==> config.mk <==
export PLATFORM = sky130hd
export DESIGN_NAME = sphere_point_buffer
export DESIGN_NICKNAME = d
export VERILOG_FILES = /design/src/rtl/sphere_point_buffer.sv
export SDC_FILE = /design/constraint.sdc
export NUM_CORES = 1
export LEC_CHECK = 0
export CORE_ASPECT_RATIO = 0.6
export CORE_MARGIN = 5
export CORE_UTILIZATION = 30
export DETAILED_ROUTE_END_ITERATION = 16
export SLEW_MARGIN = 20
export SYNTH_ARGS = -nofsm -noshare
export SYNTH_HDL_FRONTEND = slang
export SYNTH_SLANG_ARGS = --single-unit
export TNS_END_PERCENT = 20
==> constraint.sdc <==
create_clock -name clk -period 2.5 [get_ports clk]
set_input_delay 0.25 -clock clk [delete_from_list [all_inputs] [get_ports clk]]
set_output_delay 0.25 -clock clk [all_outputs]
set_load 0.005 [all_outputs]
==> src/rtl/sphere_point_buffer.sv <==
// Request/capture stage for the sphere point generator: one outstanding pop,
// first-word-fall-through FIFO of (x, y, z) triples on a valid/ready output.
module sphere_point_buffer #(
  parameter int unsigned DEPTH   = 8,
  parameter int unsigned DATA_W  = 32,
  parameter int unsigned TIMEOUT = 64
) (
  input  logic                       clk,
  input  logic                       rst_n,
  input  logic                       enable,
  input  logic                       flush,
  output logic                       gen_pop,
  input  logic [DATA_W-1:0]          gen_x,
  input  logic [DATA_W-1:0]          gen_y,
  input  logic [DATA_W-1:0]          gen_z,
  input  logic                       gen_valid,
  output logic [DATA_W-1:0]          out_x,
  output logic [DATA_W-1:0]          out_y,
  output logic [DATA_W-1:0]          out_z,
  output logic                       out_valid,
  input  logic                       out_ready,
  output logic [$clog2(DEPTH+1)-1:0] count,
  output logic                       timeout_err,
  output logic                       stray_err
);

  localparam int unsigned PTR_W = $clog2(DEPTH);
  localparam int unsigned CNT_W = $clog2(DEPTH + 1);
  localparam int unsigned TMO_W = $clog2(TIMEOUT);
  localparam int unsigned ENT_W = 3 * DATA_W;

  typedef enum logic [1:0] {
    IDLE,
    WAIT,
    DISCARD
  } state_t;

  state_t             state;
  logic [TMO_W-1:0]   tmo;
  logic [PTR_W-1:0]   wr_ptr;
  logic [PTR_W-1:0]   rd_ptr;
  logic [ENT_W-1:0]   mem [DEPTH];
  logic               wr_en;
  logic               rd_en;
  logic               tmo_hit;
  logic               has_room;

  always_comb begin
    out_valid = (count != '0);
    rd_en     = out_valid && out_ready && !flush;
    wr_en     = (state == WAIT) && gen_valid && !flush;
    tmo_hit   = (tmo == TMO_W'(TIMEOUT - 1));
    has_room  = (count < CNT_W'(DEPTH));
    {out_x, out_y, out_z} = mem[rd_ptr];
  end

  // Request FSM; a slot is reserved by only requesting while count < DEPTH.
  always_ff @(posedge clk or negedge rst_n) begin
    if (!rst_n) begin
      state       <= IDLE;
      gen_pop     <= 1'b0;
      tmo         <= '0;
      timeout_err <= 1'b0;
      stray_err   <= 1'b0;
    end else if (flush) begin
      state       <= (state == WAIT) ? DISCARD : IDLE;
      gen_pop     <= 1'b0;
      timeout_err <= 1'b0;
      stray_err   <= 1'b0;
    end else begin
      gen_pop <= 1'b0;
      case (state)
        IDLE: begin
          if (gen_valid) stray_err <= 1'b1;
          if (enable && has_room) begin
            state   <= WAIT;
            gen_pop <= 1'b1;
            tmo     <= '0;
          end
        end
        WAIT: begin
          if (gen_valid) begin
            state <= IDLE;
          end else if (tmo_hit) begin
            timeout_err <= 1'b1;
            state       <= IDLE;
          end else begin
            tmo <= tmo + 1'b1;
          end
        end
        DISCARD: begin
          if (gen_valid || tmo_hit) state <= IDLE;
          else                      tmo   <= tmo + 1'b1;
        end
        default: state <= IDLE;
      endcase
    end
  end

  always_ff @(posedge clk or negedge rst_n) begin
    if (!rst_n) begin
      wr_ptr <= '0;
      rd_ptr <= '0;
      count  <= '0;
      for (int unsigned i = 0; i < DEPTH; i++) mem[i] <= '0;
    end else if (flush) begin
      wr_ptr <= '0;
      rd_ptr <= '0;
      count  <= '0;
    end else begin
      if (wr_en) begin
        mem[wr_ptr] <= {gen_x, gen_y, gen_z};
        wr_ptr      <= wr_ptr + 1'b1;
      end
      if (rd_en) rd_ptr <= rd_ptr + 1'b1;
      case ({wr_en, rd_en})
        2'b10:   count <= count + 1'b1;
        2'b01:   count <= count - 1'b1;
        default: count <= count;
      endcase
    end
  end

endmodule
==> metrics <==
result of the run=complete, but fails checks; sequential element share of the synthesized area=55.9%; combinational fraction of design power=26.4%; post-route clock period utilization=112%; data arrival at the endpoint of the critical path=2560 ps; Layout Skew=30.3 ps; final instance area=44,900 µm²; Final Wtd Congestion=0.745; mean instance size in the synthesized netlist=16.8 µm²; average via count per standard cell=4.89; max_cap viols=0; top-level port count=206; Starting Density=30.2%; cell at the root of the clock tree=sky130_fd_sc_hd__clkbuf_16; required time of the worst setup path=2250 ps; Net Sw Power=9.55 mW; number of DRC violations after detailed routing=0; horizontal die dimension=453 µm; Via Count=20.1k; half-perimeter wire length after placement=58.0 mm; # rows=97; post-route antenna net violation count=0; cell area after synthesis=35,300 µm²; Routed WL per cell=22.5 µm; post-route minimum period=2810 ps; fraction of the mapped netlist area in compound gates=0.642%; synth unique cells=48; actual slew at the worst max-slew pin=867 ps; # fillers=10.7k; async set or reset register ratio after synthesis=100%; die footprint=125,000 µm²; Slew Limit Fails=0; xor and xnor area share after synthesis=0.174%; Mapped Nets=2,208; top cell type's share of synthesized area=55.9%; pin count of the biggest net entering global routing=81; global-route wire length before repair=144 mm; Cells after Synth=2,097; biggest area contributors in the synthesized netlist=sky130_fd_sc_hd__dfrtp_1 (56%), sky130_fd_sc_hd__mux2_2 (27%), sky130_fd_sc_hd__mux4_2 (12%); final total power=37.1 mW; number of antenna violations at the first check in global routing=5; share of final-layout standard cells stronger than drive strength 1=59.7%; global route overflow=0; area inside the core boundary=117,000 µm²; number of clock sinks=789; Placed Instance Area=40,800 µm²; Clock Tree Buf Depth=3; total clock buffers created by CTS=82; Reg clk slew, reported paths=60 ps; power density over the cells=826 nW/µm²; Die Span Y=276 µm; failing checks=setup timing; Total Neg Setup Slack=-21,920 ps; Total Routing Usage GR=15.1%; share of power burned in the clock network=33.9%; class of the tightest hold or removal check=input pin to async pin; placement-stage worst setup slack=-65.4 ps; Area Overhead vs Synth=27.2%; mux share of post-synthesis cell area=39.9%; min setup slack post-route=-311 ps; final count of hold timing violations=0; area fraction in and, or, nand and nor cells after synthesis=0.915%; via count of the first global-routing pass=22.5k; synth warn=0; cell type with the highest aggregate area in the netlist=sky130_fd_sc_hd__dfrtp_1; critical path capture point type=output pin; clock tree from TritonCTS=done; drt first-iter violations=968; internal power=27.5 mW; total of endpoints with negative setup slack in the final report=96; Final nets=2,575; startpoint type of the worst setup path=register; switching part of the total=25.8%; number of I/O port buffers=205; number of synthesized flops with an enable pin=0; slew margin rel.=42.2%; largest voltage drop on the vdd net=0.509 mV; combinational family with the most area after synthesis=multiplexers; arithmetic-cell share of the synthesized area counting full adders, half adders and majority gates=0.347%; crit-path max FO=8; unrepaired setup endpoints after global routing=true; leakage power figure=20.9 nW; path type of the worst setup path=register to output pin; max frequency=356 MHz; Post-synth top flop=sky130_fd_sc_hd__dfrtp_1; number of levels in the clock H-tree=3; detailed-router iteration count before antenna repair=5; sequential cell fraction of total power=39.6%; clock latency of the later-clocked register in the worst-skew pair=660 ps; final WL=92.6 mm; flops & latches, synth=789
[final timing paths]
kind,slack (ps),to,from,cells past startpoint
max,-310,out_z[4],rd_ptr[0],7
min,270,mem[316],rst_n,2
max reg2reg,90,mem[154],state[1],8
min reg2reg,480,mem[468],mem[468],1
max in group asynchronous,1220,mem[407],rst_n,4
min in group clk,270,gen_pop,enable,3
[registers in the layout, indices dropped and copies added (netlist names)]
name,cells
mem,768
tmo,6
count,4
rd_ptr,3
wr_ptr,3
state,2
gen_pop,1
stray_err,1
timeout_err,1
[routing by layer]
layer	track usage, %	up-vias	part of all wire (%)
met5	0	-	0.037
met4	3.96	6	2.1
met3	3.20	148	4.1
met1	20.7	11000	46
li1	-	8650	-
met2	24.5	341	48
[critical path, cell delays in order (launching register included)]
cell,delay (ps)
sky130_fd_sc_hd__dfrtp_4,500
sky130_fd_sc_hd__buf_12,170
sky130_fd_sc_hd__buf_16,160
sky130_fd_sc_hd__buf_12,130
sky130_fd_sc_hd__buf_12,120
sky130_fd_sc_hd__mux4_2,410
sky130_fd_sc_hd__mux2_4,300
sky130_fd_sc_hd__buf_6,120
[cells by family (layout without fill, tap and decap cells)]
group                    count (synthesis)  in the layout
multiplexers                          1060           1060
flip-flops                             789            789
adder cells (fa/ha/maj)                 10             10
AO/OA/AOI/OAI                           29             29
XOR/XNOR                                 7              7
other                                    0              3
buffers and inverters                  146            572
AND/OR/NAND/NOR                         56             56
[cells in the final DEF (no fill, tap or decap), types with 12 or more instances in the layout]
| cell | n |
|---|---|
| sky130_fd_sc_hd__nand2_1 | 12 |
| sky130_fd_sc_hd__buf_6 | 100 |
| sky130_fd_sc_hd__buf_4 | 90 |
| sky130_fd_sc_hd__buf_16 | 15 |
| sky130_fd_sc_hd__buf_12 | 79 |
| sky130_fd_sc_hd__mux4_2 | 192 |
| sky130_fd_sc_hd__buf_8 | 12 |
| sky130_fd_sc_hd__mux2_4 | 85 |
| sky130_fd_sc_hd__nor2_1 | 16 |
| sky130_fd_sc_hd__clkbuf_16 | 85 |
| sky130_fd_sc_hd__mux2_2 | 775 |
| sky130_fd_sc_hd__clkbuf_8 | 13 |
| sky130_fd_sc_hd__clkdlybuf4s50_1 | 107 |
| sky130_fd_sc_hd__dfrtp_1 | 786 |
| sky130_fd_sc_hd__clkbuf_1 | 17 |
[synthesized netlist by cell type (all sizes together) (2+ instances only)]
library cell and number:
ha 9, o2bb2ai 3, buf 102, o21ai 3, nor2 17, xnor2 4, mux4 192, mux2i 2
and2 2, nand2 13, inv 5, nor3 3, a31oi 2, dfrtp 789, and3 4, clkbuf 39
nor3b 3, a21oi 9, mux2 866, nand4 3, o221ai 3, nand3b 5, xor2 3
[per-stage QoR]
step / utilization (%) / cells / hold WS, ps
detailed placement: 34.9 / 3909 / 376
finish: 38.5 / 4110 / 272
floorplan: - / 2097 / -45.6
CTS: 38.6 / 4118 / 193
global placement: 34.9 / 3909 / 367
global route: 38.4 / 4108 / 213
[power by group through the flow]
stage | Clock [mW] | Sequential (mW) | Combinational, mW
global route | 13.5 | 14.9 | 10.5
global placement | 0 | 14.8 | 8.40
CTS | 13.0 | 14.7 | 10.0
detailed placement | 0 | 15.0 | 8.58
floorplan | 0 | 14.7 | 4.47
finish | 12.6 | 14.7 | 9.80
[final cells by class]
class,instances,area (µm²),share of cell area (%)
flip-flops and latches,789,19800,44.0
multi-input cells,1162,15200,33.8
repair buffers,424,5200,11.6
clock buffers,115,2370,5.28
well taps,1584,1980,4.41
clock inverters,28,372,0.828
inverters,5,18.8,0.0418
diodes,3,7.51,0.0167
[what timing repair did]
item | in CTS | in global routing
setup endpoints to repair | 108 | 149
resized for setup | 579 | 53
hold buffers | 1 | 0
endpoints found under the hold margin | 50 | 0
cloned | 16 | 0
buffers inserted | 51 | 2
pin swaps | 1 | 0
Note: power is estimated with default switching activity, not from simulation.
